[src/rtl/semaforo_ctrl_if.sv]
// Board-side signal bundle for semaforo_ctrl: button/switch inputs and lamp outputs.
interface semaforo_ctrl_if;
  logic       bt;
  logic       noite;
  logic [2:0] A;
  logic [2:0] B;
  logic       walk;
  logic       ped_wait;

  modport master (output bt, output noite, input A, input B, input walk, input ped_wait);
  modport slave  (input bt, input noite, output A, output B, output walk, output ped_wait);
endinterface

[src/rtl/semaforo_ctrl.sv]
// Two-approach traffic-light controller with pedestrian walk phase and
// night-mode yellow flashing; lamps are decoded from state into registers.
module semaforo_ctrl #(
  parameter int unsigned W          = 8,
  parameter int unsigned T_VERDE_A  = 1,
  parameter int unsigned T_VERDE_B  = 1,
  parameter int unsigned T_AMARELO  = 3,
  parameter int unsigned T_VERMELHO = 2,
  parameter int unsigned T_PED      = 4,
  parameter int unsigned T_FLASH    = 1
) (
  input  logic           clk,
  input  logic           rst,
  semaforo_ctrl_if.slave bus
);

  localparam int unsigned LAMP_W = 7;

  localparam logic [W-1:0] L_VA   = W'(T_VERDE_A - 1);
  localparam logic [W-1:0] L_VB   = W'(T_VERDE_B - 1);
  localparam logic [W-1:0] L_AM   = W'(T_AMARELO - 1);
  localparam logic [W-1:0] L_VM   = W'(T_VERMELHO - 1);
  localparam logic [W-1:0] L_PED  = W'(T_PED - 1);
  localparam logic [W-1:0] L_FL   = W'(T_FLASH - 1);

  typedef enum logic [3:0] {
    S_A_VERDE  = 4'd0,
    S_A_AMAR   = 4'd1,
    S_VERM1    = 4'd2,
    S_B_VERDE  = 4'd3,
    S_B_AMAR   = 4'd4,
    S_VERM2    = 4'd5,
    S_PED      = 4'd6,
    S_PISCA_ON = 4'd7,
    S_PISCA_OFF = 4'd8
  } state_e;

  state_e              state_q, state_d;
  state_e              ret_q, ret_d;
  logic [W-1:0]        cnt_q, cnt_d;
  logic                req_q, req_d;
  logic [LAMP_W-1:0]   lamps_q;

  // Counter reload value for the phase being entered.
  function automatic logic [W-1:0] load_f(input state_e s);
    case (s)
      S_A_VERDE:               load_f = L_VA;
      S_B_VERDE:               load_f = L_VB;
      S_A_AMAR, S_B_AMAR:      load_f = L_AM;
      S_VERM1, S_VERM2:        load_f = L_VM;
      S_PED:                   load_f = L_PED;
      S_PISCA_ON, S_PISCA_OFF: load_f = L_FL;
      default:                 load_f = L_VA;
    endcase
  endfunction

  // Lamp pattern {A[2:0], B[2:0], walk} for a state.
  function automatic logic [LAMP_W-1:0] lamps_f(input state_e s);
    case (s)
      S_A_VERDE:   lamps_f = 7'b001_100_0;
      S_A_AMAR:    lamps_f = 7'b010_100_0;
      S_VERM1:     lamps_f = 7'b100_100_0;
      S_B_VERDE:   lamps_f = 7'b100_001_0;
      S_B_AMAR:    lamps_f = 7'b100_010_0;
      S_VERM2:     lamps_f = 7'b100_100_0;
      S_PED:       lamps_f = 7'b100_100_1;
      S_PISCA_ON:  lamps_f = 7'b010_010_0;
      S_PISCA_OFF: lamps_f = 7'b000_000_0;
      default:     lamps_f = 7'b001_100_0;
    endcase
  endfunction

  always_ff @(posedge clk or negedge rst) begin
    if (!rst) begin
      state_q <= S_A_VERDE;
      cnt_q   <= L_VA;
      req_q   <= 1'b0;
      ret_q   <= S_B_VERDE;
      lamps_q <= 7'b001_100_0;
    end else begin
      state_q <= state_d;
      cnt_q   <= cnt_d;
      req_q   <= req_d;
      ret_q   <= ret_d;
      lamps_q <= lamps_f(state_d);
    end
  end

  state_e nxt;
  state_e ret_n;
  logic   legal;

  always_comb begin
    state_d = state_q;
    cnt_d   = cnt_q;
    req_d   = req_q;
    ret_d   = ret_q;
    nxt     = S_A_VERDE;
    ret_n   = ret_q;
    legal   = 1'b1;

    // Successor if the current phase expires now; night beats walk beats ring.
    case (state_q)
      S_A_VERDE:  nxt = S_A_AMAR;
      S_A_AMAR:   nxt = S_VERM1;
      S_B_VERDE:  nxt = S_B_AMAR;
      S_B_AMAR:   nxt = S_VERM2;
      S_VERM1: begin
        if (bus.noite)             nxt = S_PISCA_ON;
        else if (req_q || bus.bt) begin
          nxt   = S_PED;
          ret_n = S_B_VERDE;
        end else                   nxt = S_B_VERDE;
      end
      S_VERM2: begin
        if (bus.noite)             nxt = S_PISCA_ON;
        else if (req_q || bus.bt) begin
          nxt   = S_PED;
          ret_n = S_A_VERDE;
        end else                   nxt = S_A_VERDE;
      end
      S_PED:       nxt = ret_q;
      S_PISCA_ON:  nxt = S_PISCA_OFF;
      S_PISCA_OFF: nxt = bus.noite ? S_PISCA_ON : S_VERM2;
      default: begin
        nxt   = S_A_VERDE;
        legal = 1'b0;
      end
    endcase

    if (!legal || (cnt_q == '0)) begin
      state_d = nxt;
      cnt_d   = load_f(nxt);
      if (nxt == S_PED) ret_d = ret_n;
    end else begin
      cnt_d = cnt_q - W'(1);
    end

    // Request latches outside PED and is consumed on PED entry.
    if ((state_d == S_PED) && (state_q != S_PED)) req_d = 1'b0;
    else if (bus.bt && (state_q != S_PED))          req_d = 1'b1;
  end

  assign bus.A        = lamps_q[6:4];
  assign bus.B        = lamps_q[3:1];
  assign bus.walk     = lamps_q[0];
  assign bus.ped_wait = req_q;

endmodule

[src/flat_wrapper.sv]
// flat-port wrapper written by rule: the top's interface ports become plain ports
module semaforo_ctrl_flat 
#(
  parameter int unsigned W          = 8,
  parameter int unsigned T_VERDE_A  = 1,
  parameter int unsigned T_VERDE_B  = 1,
  parameter int unsigned T_AMARELO  = 3,
  parameter int unsigned T_VERMELHO = 2,
  parameter int unsigned T_PED      = 4,
  parameter int unsigned T_FLASH    = 1
)
  (clk, rst, bus_bt, bus_noite, bus_A, bus_B, bus_walk, bus_ped_wait);
  semaforo_ctrl_if bus_i ();
  input  logic clk;
  input  logic rst;
  input wire logic [$bits(bus_i.bt)-1:0] bus_bt;
  input wire logic [$bits(bus_i.noite)-1:0] bus_noite;
  output wire logic [$bits(bus_i.A)-1:0] bus_A;
  output wire logic [$bits(bus_i.B)-1:0] bus_B;
  output wire logic [$bits(bus_i.walk)-1:0] bus_walk;
  output wire logic [$bits(bus_i.ped_wait)-1:0] bus_ped_wait;
  assign bus_i.bt = bus_bt;
  assign bus_i.noite = bus_noite;
  assign bus_A = bus_i.A;
  assign bus_B = bus_i.B;
  assign bus_walk = bus_i.walk;
  assign bus_ped_wait = bus_i.ped_wait;
  semaforo_ctrl #(.W(W), .T_VERDE_A(T_VERDE_A), .T_VERDE_B(T_VERDE_B), .T_AMARELO(T_AMARELO), .T_VERMELHO(T_VERMELHO), .T_PED(T_PED), .T_FLASH(T_FLASH)) u_core (.clk(clk), .rst(rst), .bus(bus_i));
endmodule
[config.mk]
export PLATFORM = sky130hd
export DESIGN_NAME = semaforo_ctrl_flat
export DESIGN_NICKNAME = d
export VERILOG_FILES = /design/src/rtl/semaforo_ctrl_if.sv /design/src/rtl/semaforo_ctrl.sv /design/src/flat_wrapper.sv
export SDC_FILE = /design/constraint.sdc
export NUM_CORES = 1
export LEC_CHECK = 0
export CAP_MARGIN = 20
export CORE_MARGIN = 4
export CORE_UTILIZATION = 35
export DETAILED_ROUTE_END_ITERATION = 12
export PLACE_DENSITY = 0.56
export SLEW_MARGIN = 20
export SYNTH_ARGS = -nofsm -noshare
export SYNTH_HDL_FRONTEND = slang
export SYNTH_SLANG_ARGS = --single-unit
[constraint.sdc]
create_clock -name clk -period 3.1 [get_ports clk]
set_input_delay 0.62 -clock clk [delete_from_list [all_inputs] [get_ports clk]]
set_output_delay 0.62 -clock clk [all_outputs]
set_load 0.01 [all_outputs]
==> flow_summary.yaml, run 1 <==
drt:
  finalWirelength_mm: 2.97
  drc: 0
  vias: 1106
  top_layer: "met4"
  drtIter0Drc: 55
  ant_nets: 0
  wl_per_cell_um: 14.9
  wl_met1_mm: 1.48
  dr.pass1.iters: 4
  vias_per_cell: 5.56
  wl_met2_mm: 1.35
  wl_met3_um: 107
clocking:
  post_cts_resized: 0
  path_clk_slew_ns: 0.08
  cts-root-buf: "clkbuf_8"
  clock_sinks: 21
  cts_tree: "yes"
  cts.path.max_buffers: 2
  h-tree-depth: 1
  cts.hold.buffers_added: 0
  cts_setup_buffers: 0
  cts_buffers: 3
  clk_latency_ns: 0.26
synthesis:
  async_flop_share_pct: 100
  syn_avg_cell_area_sq_um: 10.2
  synth_ff_type: "dfrtp_1"
  synth_edf_count: 0
  yosys_warnings: 0
  syn_inst: 137
  syn-num-nets: 148
  ys_seq_elements: 21
  yosysSeqAreaShare_pct: 37.9
  ys_types: 68
  synthesis.area_sq_um: 1400
min_path:
  hold_class: "flop to flop"
  hold_path.startpoint: "u_core.cnt_q[7]$_DFF_PN0_"
sta:
  slew-limit-headroom_pct: 36.0
  fin_setup_tns_ns: 0
  skew_ns: 0.00113
  fmax_ghz: 0.373
  min_period_over_period_pct: 86.6
  setup_viol: 0
  maxSlewViolCount: 0
  fin_ws_ns: 0.417
  tightest_slew_ns: 0.957
  hold_violations: 0
  period_minus_slack_ns: 2.68
  rsz0062_at_grt: "no"
global_route:
  first_global_vias: 1045
  track_usage_pct: 12.4
  grt-ovfl-total: 0
  grt_pass1_wl_mm: 5.11
  grt_max_degree: 22
  antenna_found_initial: 0
placement:
  hpwl_mm: 2.16
  place.gp.congestion: 0.803
  port_buffers: 11
  pre_cts_slack_ns: 0.161
worst_setup_path:
  r2r-start: "u_core.state_q[0]$_DFF_PN0_"
  critical_path.endpoint_type: "flop"
  critical_path_buf_inv_count: 1
  crit_start: "bus_noite"
  worstPathArrival_ns: 2.86
  cp_cell_sequence: "clkdlybuf4s50_1 -> nor4bb_1 -> a31oi_1 -> or2_2 -> o21a_1 -> ha_1 -> or3_2 -> o221ai_1"
  critPathLaunchType: "primary input"
  path_class: "primary input to flop"
  required_ns: 3.28
  critPathMaxStageDelay_ns: 0.55
  critPathSlowestCell: "clkdlybuf4s50_1"
  path_delay_family: "simple AND/OR/NAND/NOR gates"
  worst-path-max-fanout: 6
cells_and_area:
  drive_above_1_share_pct: 21.9
  final_cell_mix: "dfrtp_1, clkdlybuf4s50_1, nand2_1, nor2_1, ha_1"
  n_antenna_cell: 0
  mostFrequentLayoutCell: "dfrtp_1"
  fin_nets: 163
  synthToLayoutAreaGrowth_pct: 15.9
die:
  die_w_um: 71.2
  row_count: 22
  chipHeight_um: 71.2
  start_util_pct: 37.0
  pin_count: 12
  dieArea_sq_um: 5060
  coreArea_sq_um: 3770
flow_run:
  maxCapViolations: 0
pwr:
  vdd_drop_max_mv: 0.422
  power_density_nw_per_um2: 1030
  p_leak_uw: 0.000637
outcome:
  status: "completed"
[routing by layer]
metal	global-route usage, %	vias to the layer above
met4	2.92	0
met3	2.98	7
met1	17.5	534
met2	19.0	23
li1	-	542
met5	0	-
[cell type report]
type | instances | area (sq um)
multi-input combinational | 106 | 823
clock buffer | 3 | 41.3
tap | 48 | 60.1
inverter | 5 | 18.8
sequential | 21 | 529
fill | 360 | 2150
clock inverter | 1 | 5.00
timing repair buffer | 15 | 140
[flip-flops by register name, summed over array words and instances (netlist names)]
signal / cells
u_core.state_q: 4
u_core.lamps_q: 7
u_core.ret_q: 1
u_core.bus.ped_wait: 1
u_core.cnt_q: 8
[per-stage QoR]
stage | util [%] | total power, uW | cell area [sq um] | instances | hold slack, ns
2_1_floorplan | - | 1210 | 1400 | 137 | 0.324
3_3_place_gp | 41.7 | 1480 | 1570 | 195 | 0.563
3_5_place_dp | 41.7 | 1480 | 1570 | 195 | 0.581
4_1_cts | 42.9 | 1680 | 1620 | 199 | 0.599
5_1_grt | 42.9 | 1820 | 1620 | 199 | 0.649
6_report | 42.9 | 1670 | 1620 | 199 | 0.597
[cells by family (layout without fill, tap and decap cells)]
logic type                 after synthesis  after routing  synth area share, %
and+or+nand+nor                         55             55                 26.5
buffers and inverters                   10             24                 3.14
adders and majority gates                7              7                 6.27
AOI/OAI and AO/OA                       35             35                 20.3
xor gates and xnor gates                 8              8                 5.02
DFF                                     21             21                 37.9
muxes                                    1              1                0.806
[power by group]
group | internal, uW | leakage [uW] | total (uW) | switching [uW]
registers | 404 | 0.000251 | 579 | 175
clock network | 89.6 | 0.0000255 | 182 | 92.1
logic | 458 | 0.000360 | 910 | 452
total | 952 | 0.000637 | 1670 | 718
[worst min-delay path: stages, from the launching register on]
cell and delay, ns:
dfrtp_1 0.39, xnor2_1 0.14, nor2_1 0.04
[Yosys cell counts (3+ instances only)]
| cell | n | area share [%] |
|---|---|---|
| a21oi_1 | 4 | 1.4 |
| dfrtp_1 | 18 | 32 |
| dfstp_2 | 3 | 5.6 |
| ha_1 | 7 | 6.3 |
| inv_1 | 4 | 1.1 |
| nand2_1 | 9 | 2.4 |
| nor2_1 | 9 | 2.4 |
| nor2b_1 | 3 | 1.3 |
| nor4_1 | 3 | 1.3 |
| xnor2_1 | 6 | 3.8 |
[worst paths after layout]
| path | to | slack (ns) | cells past startpoint |
|---|---|---|---|
| setup reg to reg | u_core.cnt_q[0]$_DFF_PN0_ | 0.55 | 6 |
| max in group asynchronous | u_core.cnt_q[6]$_DFF_PN0_ | 1.63 | 1 |
| hold / removal | u_core.cnt_q[7]$_DFF_PN0_ | 0.60 | 2 |
| hold reg to reg | u_core.cnt_q[7]$_DFF_PN0_ | 0.60 | 2 |
| setup / recovery | u_core.cnt_q[0]$_DFF_PN0_ | 0.42 | 8 |
| min in group asynchronous | u_core.bus.ped_wait$_DFFE_PN0P_ | 0.89 | 1 |
No activity file was read; power rests on OpenSTA's default activity.
==> run 2, diff against run 1 <==
--- a/config.mk
+++ b/config.mk
@@ -9,7 +9,8 @@
 export CORE_MARGIN = 4
 export CORE_UTILIZATION = 35
 export DETAILED_ROUTE_END_ITERATION = 12
-export PLACE_DENSITY = 0.56
+export DONT_BUFFER_PORTS = 1
+export PLACE_DENSITY = 0.52
 export SLEW_MARGIN = 20
 export SYNTH_ARGS = -nofsm -noshare
 export SYNTH_HDL_FRONTEND = slang
==> flow_summary.yaml, run 2 (synthesized netlist as in run 1, its figures left out) <==
cells_and_area:
  largest_reg_flops: 8
  mostFrequentLayoutCell: "dfrtp_1"
  nFillCells: 362
  multi_input_area_sq_um: 823
  fin_util_pct: 39.6
  largestRegisters: "u_core.cnt_q (8), u_core.lamps_q (7), u_core.state_q (4)"
  fin_nets: 150
  top_register: "u_core.cnt_q"
  final_cell_mix: "dfrtp_1, nand2_1, nor2_1, ha_1, xnor2_1"
  synthToLayoutAreaGrowth_pct: 6.90
  drive_above_1_share_pct: 22.5
  n_antenna_cell: 0
  register_area_sq_um: 529
worst_setup_path:
  critPathMaxStageDelay_ns: 0.62
  path_delay_family: "simple AND/OR/NAND/NOR gates"
  required_ns: 3.27
  worst-path-max-fanout: 16
  critical_path_buf_inv_count: 0
  worstPathArrival_ns: 2.85
  path_class: "flop to flop"
  cp_cell_sequence: "nor2b_1 -> a31oi_1 -> or2_2 -> o21a_1 -> ha_1 -> or3_2 -> o221ai_1"
  critical_path.endpoint_type: "flop"
  critPathSlowestCell: "dfrtp_1"
  critPathLaunchType: "flop"
sta:
  fmax_ghz: 0.373
  setup_viol: 0
  skew_ns: 0.00605
  maxSlewViolCount: 0
  tightest_slew_ns: 0.556
  rsz0062_at_grt: "no"
  hold_violations: 0
  min_period_over_period_pct: 86.5
  hold_slack_ns: 0.0451
  period_minus_slack_ns: 2.68
  fin_ws_ns: 0.420
  slew-limit-headroom_pct: 63.0
  fin_setup_tns_ns: 0
clocking:
  cts.hold.buffers_added: 0
  cts_tree: "yes"
  cts.path.max_buffers: 2
  h-tree-depth: 1
  cts_setup_buffers: 0
  post_cts_resized: 0
  path_clk_slew_ns: 0.08
  clk_latency_ns: 0.26
  clock_sinks: 21
  cts-root-buf: "clkbuf_8"
  cts_buffers: 3
pwr:
  p_sw_share_pct: 44.4
  pwr-share-clk_pct: 11.5
  p_leak_uw: 0.000586
  power_density_nw_per_um2: 1040
  switchingPower_uw: 692
  combPwrFrac_pct: 48.7
  power.internal_uw: 866
  vdd_drop_max_mv: 0.379
  p_seq_share_pct: 39.7
drt:
  finalWirelength_mm: 2.90
  drc: 0
  vias: 1046
  wl_per_cell_um: 15.6
  drtIter0Drc: 32
  dr.pass1.iters: 4
  vias_per_cell: 5.62
  ant_nets: 0
placement:
  pre_cts_slack_ns: 0.487
  port_buffers: 0
  place.gp.congestion: 0.810
  hpwl_mm: 2.17
min_path:
  hold_class: "primary input to asynchronous set/reset pin"
global_route:
  grt_pass1_wl_mm: 5.09
  grt-ovfl-total: 0
  grt_max_degree: 22
  antenna_found_initial: 0
  first_global_vias: 1011
  track_usage_pct: 12.4
die:
  coreArea_sq_um: 3770
  dieArea_sq_um: 5060
  start_util_pct: 37.0
  row_count: 22
  chipHeight_um: 71.2
  pin_count: 12
  die_w_um: 71.2
flow_run:
  maxCapViolations: 0
outcome:
  status: "completed"
## run 2: cell types whose count changed in the layout (fill, tap and decap cells not counted), sizes merged
cell,before,now
buf,4,2
clkdlybuf4s50,11,0
## run 2: final cells by class
| cell class | instances | share of cell area, % |
|---|---|---|
| multi-input cells | 106 | 55.2 |
| inverters | 5 | 1.26 |
| well taps | 48 | 4.02 |
| flip-flops and latches | 21 | 35.5 |
| repair buffers | 2 | 1.01 |
| clock inverters | 1 | 0.335 |
| clock buffers | 3 | 2.77 |
## run 2: stage by stage
stage | instances | area [sq um] | power (uW)
final | 186 | 1490 | 1560
after global routing | 186 | 1490 | 1720
after CTS | 186 | 1490 | 1570
after detailed placement | 182 | 1450 | 1380
after global placement | 182 | 1450 | 1370
after floorplan | 137 | 1400 | 1210
## run 2: power by group through the flow
stage / clock [uW] / sequential (uW) / combinational, uW
2_1_floorplan: 0 / 532 / 679
5_1_grt: 201 / 649 / 867
6_report: 179 / 619 / 760
3_5_place_dp: 0 / 624 / 755
4_1_cts: 187 / 619 / 761
3_3_place_gp: 0 / 618 / 755
## run 2: metal layers
| layer | part of all wire [%] | vias up | GRT usage, % |
|---|---|---|---|
| met5 | 0 | - | 0 |
| met4 | 0.66 | 0 | 2.51 |
| met3 | 4.5 | 2 | 3.27 |
| met2 | 47 | 23 | 19.3 |
| met1 | 48 | 501 | 17.4 |
| li1 | - | 520 | - |
## run 2: path summary, 6_finish.rpt
path | startpoint | endpoint | slack, ns | depth (start not counted)
min | rst | u_core.lamps_q[6]$_DFF_PN0_ | 0.05 | 0
max in group asynchronous | rst | u_core.lamps_q[4]$_DFF_PN1_ | 2.88 | 0
max reg2reg | u_core.state_q[2]$_DFF_PN0_ | u_core.cnt_q[0]$_DFF_PN0_ | 0.42 | 7
max | u_core.state_q[2]$_DFF_PN0_ | u_core.cnt_q[0]$_DFF_PN0_ | 0.42 | 7
min in group clk | bus_bt | u_core.bus.ped_wait$_DFFE_PN0P_ | 0.55 | 2
min reg2reg | u_core.cnt_q[0]$_DFF_PN0_ | u_core.cnt_q[0]$_DFF_PN0_ | 0.59 | 1
==> run 3, diff against run 2 <==
==> constraint.sdc (replaced) <==
create_clock -name clk -period 2.9 [get_ports clk]
set_input_delay 0.58 -clock clk [delete_from_list [all_inputs] [get_ports clk]]
set_output_delay 0.58 -clock clk [all_outputs]
set_load 0.01 [all_outputs]
==> flow_summary.yaml, run 3 (synthesized netlist as in run 1, its figures left out) <==
worst_setup_path:
  critical_path.endpoint_type: "flop"
  critPathLaunchType: "flop"
  cp_cell_sequence: "nor2b_1 -> a31oi_1 -> or2_2 -> o21a_1 -> ha_1 -> or3_2 -> o221ai_1"
  critPathSlowestCell: "dfrtp_1"
  critPathMaxStageDelay_ns: 0.55
  worstPathArrival_ns: 2.81
  path_class: "flop to flop"
  worst-path-max-fanout: 16
  required_ns: 3.09
drt:
  finalWirelength_mm: 3.03
  wl_per_cell_um: 16.0
  vias_per_cell: 5.67
  drc: 0
  dr.pass1.iters: 4
  drtIter0Drc: 37
  ant_nets: 0
  vias: 1072
cells_and_area:
  synthToLayoutAreaGrowth_pct: 8.69
  largestRegisters: "u_core.cnt_q (8), u_core.lamps_q (7), u_core.state_q (4)"
  mostFrequentLayoutCell: "dfrtp_1"
  drive_above_1_share_pct: 23.4
  fin_cells: 189
  n_antenna_cell: 0
  fin_nets: 153
  final_cell_mix: "dfrtp_1, nand2_1, nor2_1, ha_1, xnor2_1"
  top_register: "u_core.cnt_q"
  nFillCells: 359
  largest_reg_flops: 8
die:
  die_w_um: 71.2
  row_count: 22
  pin_count: 12
  dieArea_sq_um: 5060
  start_util_pct: 37.0
  coreArea_sq_um: 3770
  chipHeight_um: 71.2
pwr:
  power_density_nw_per_um2: 1120
  vdd_drop_max_mv: 0.478
  p_leak_uw: 0.000600
flow_run:
  maxCapViolations: 0
sta:
  hold_violations: 0
  period_minus_slack_ns: 2.62
  rsz0062_at_grt: "no"
  setup_viol: 0
  skew_ns: 0.00476
  tightest_slew_ns: 0.855
  slew-limit-headroom_pct: 42.8
  min_period_over_period_pct: 90.3
  fin_ws_ns: 0.280
  maxSlewViolCount: 0
  fin_setup_tns_ns: 0
  fmax_ghz: 0.382
clocking:
  cts.path.max_buffers: 2
  cts-root-buf: "clkbuf_8"
  clock_sinks: 21
  cts_buffers: 3
  path_clk_slew_ns: 0.08
  cts.hold.buffers_added: 1
  cts_setup_buffers: 0
  cts_tree: "yes"
  clk_latency_ns: 0.27
  h-tree-depth: 1
  post_cts_resized: 0
outcome:
  status: "completed"
global_route:
  antenna_found_initial: 0
  grtUsageMet2_pct: 18.8
  first_global_vias: 1026
  grt_pass1_wl_mm: 5.13
  met1_usage_pct: 18.1
  grt-ovfl-total: 0
  grt_max_degree: 19
  grt-busiest-layer: "met2"
  grt.met3_usage_pct: 3.27
  track_usage_pct: 12.6
placement:
  pre_cts_slack_ns: 0.348
  place.gp.congestion: 0.783
  port_buffers: 0
  hpwl_mm: 2.20
  dp.cells: 184
min_path:
  hold_class: "primary input to asynchronous set/reset pin"
[run 3: routing by layer]
| layer | vias to the layer above | wire length (um) |
|---|---|---|
| met2 | 27 | 1350 |
| met5 | - | 0 |
| met1 | 517 | 1520 |
| met3 | 4 | 140 |
| li1 | 524 | - |
| met4 | 0 | 26 |
[run 3: power breakdown]
part	internal (uW)	switching (uW)
combinational	417	461
clock	96.0	103
sequential	435	195
total	947	759
[run 3: stage by stage]
step                      total power (uW)  instance area [sq um]  hold slack [ns]  util [%]
after global routing                  1860                   1520            0.129      40.2
after floorplan                       1300                   1400            0.284         -
final                                 1710                   1520            0.143      40.2
after detailed placement              1500                   1460            0.285      38.8
after global placement                1500                   1460            0.285      38.8
after CTS                             1720                   1520            0.140      40.2
[run 3: area by class of cell]
cell class                      count  area [sq um]  share of cell area [%]
Tap cell                           48          60.1                    3.96
Multi-Input combinational cell    106           823                    54.2
Sequential cell                    21           529                    34.9
Clock buffer                        3          41.3                    2.72
Inverter                            5          18.8                    1.24
Timing Repair Buffer                5          40.0                    2.64
Clock inverter                      1          5.00                   0.330
[run 3: critical path, delay by kind of cell, from the launching register on]
family / cells / cell delay, ns
AOI/OAI and AO/OA: 3 / 0.44
and+or+nand+nor: 3 / 1.28
adders and majority gates: 1 / 0.27
DFF: 1 / 0.55
[run 3: path summary, 6_finish.rpt]
| check | startpoint | to | cells past startpoint | slack [ns] |
|---|---|---|---|---|
| hold reg to reg | u_core.cnt_q[0]$_DFF_PN0_ | u_core.cnt_q[0]$_DFF_PN0_ | 1 | 0.58 |
| hold / removal | rst | u_core.lamps_q[4]$_DFF_PN1_ | 0 | 0.14 |
| min in group clk | bus_bt | u_core.bus.ped_wait$_DFFE_PN0P_ | 2 | 0.52 |
| setup / recovery | u_core.state_q[3]$_DFF_PN0_ | u_core.cnt_q[0]$_DFF_PN0_ | 7 | 0.28 |
| setup reg to reg | u_core.state_q[3]$_DFF_PN0_ | u_core.cnt_q[0]$_DFF_PN0_ | 7 | 0.28 |
| max in group asynchronous | rst | u_core.bus.ped_wait$_DFFE_PN0P_ | 1 | 1.51 |
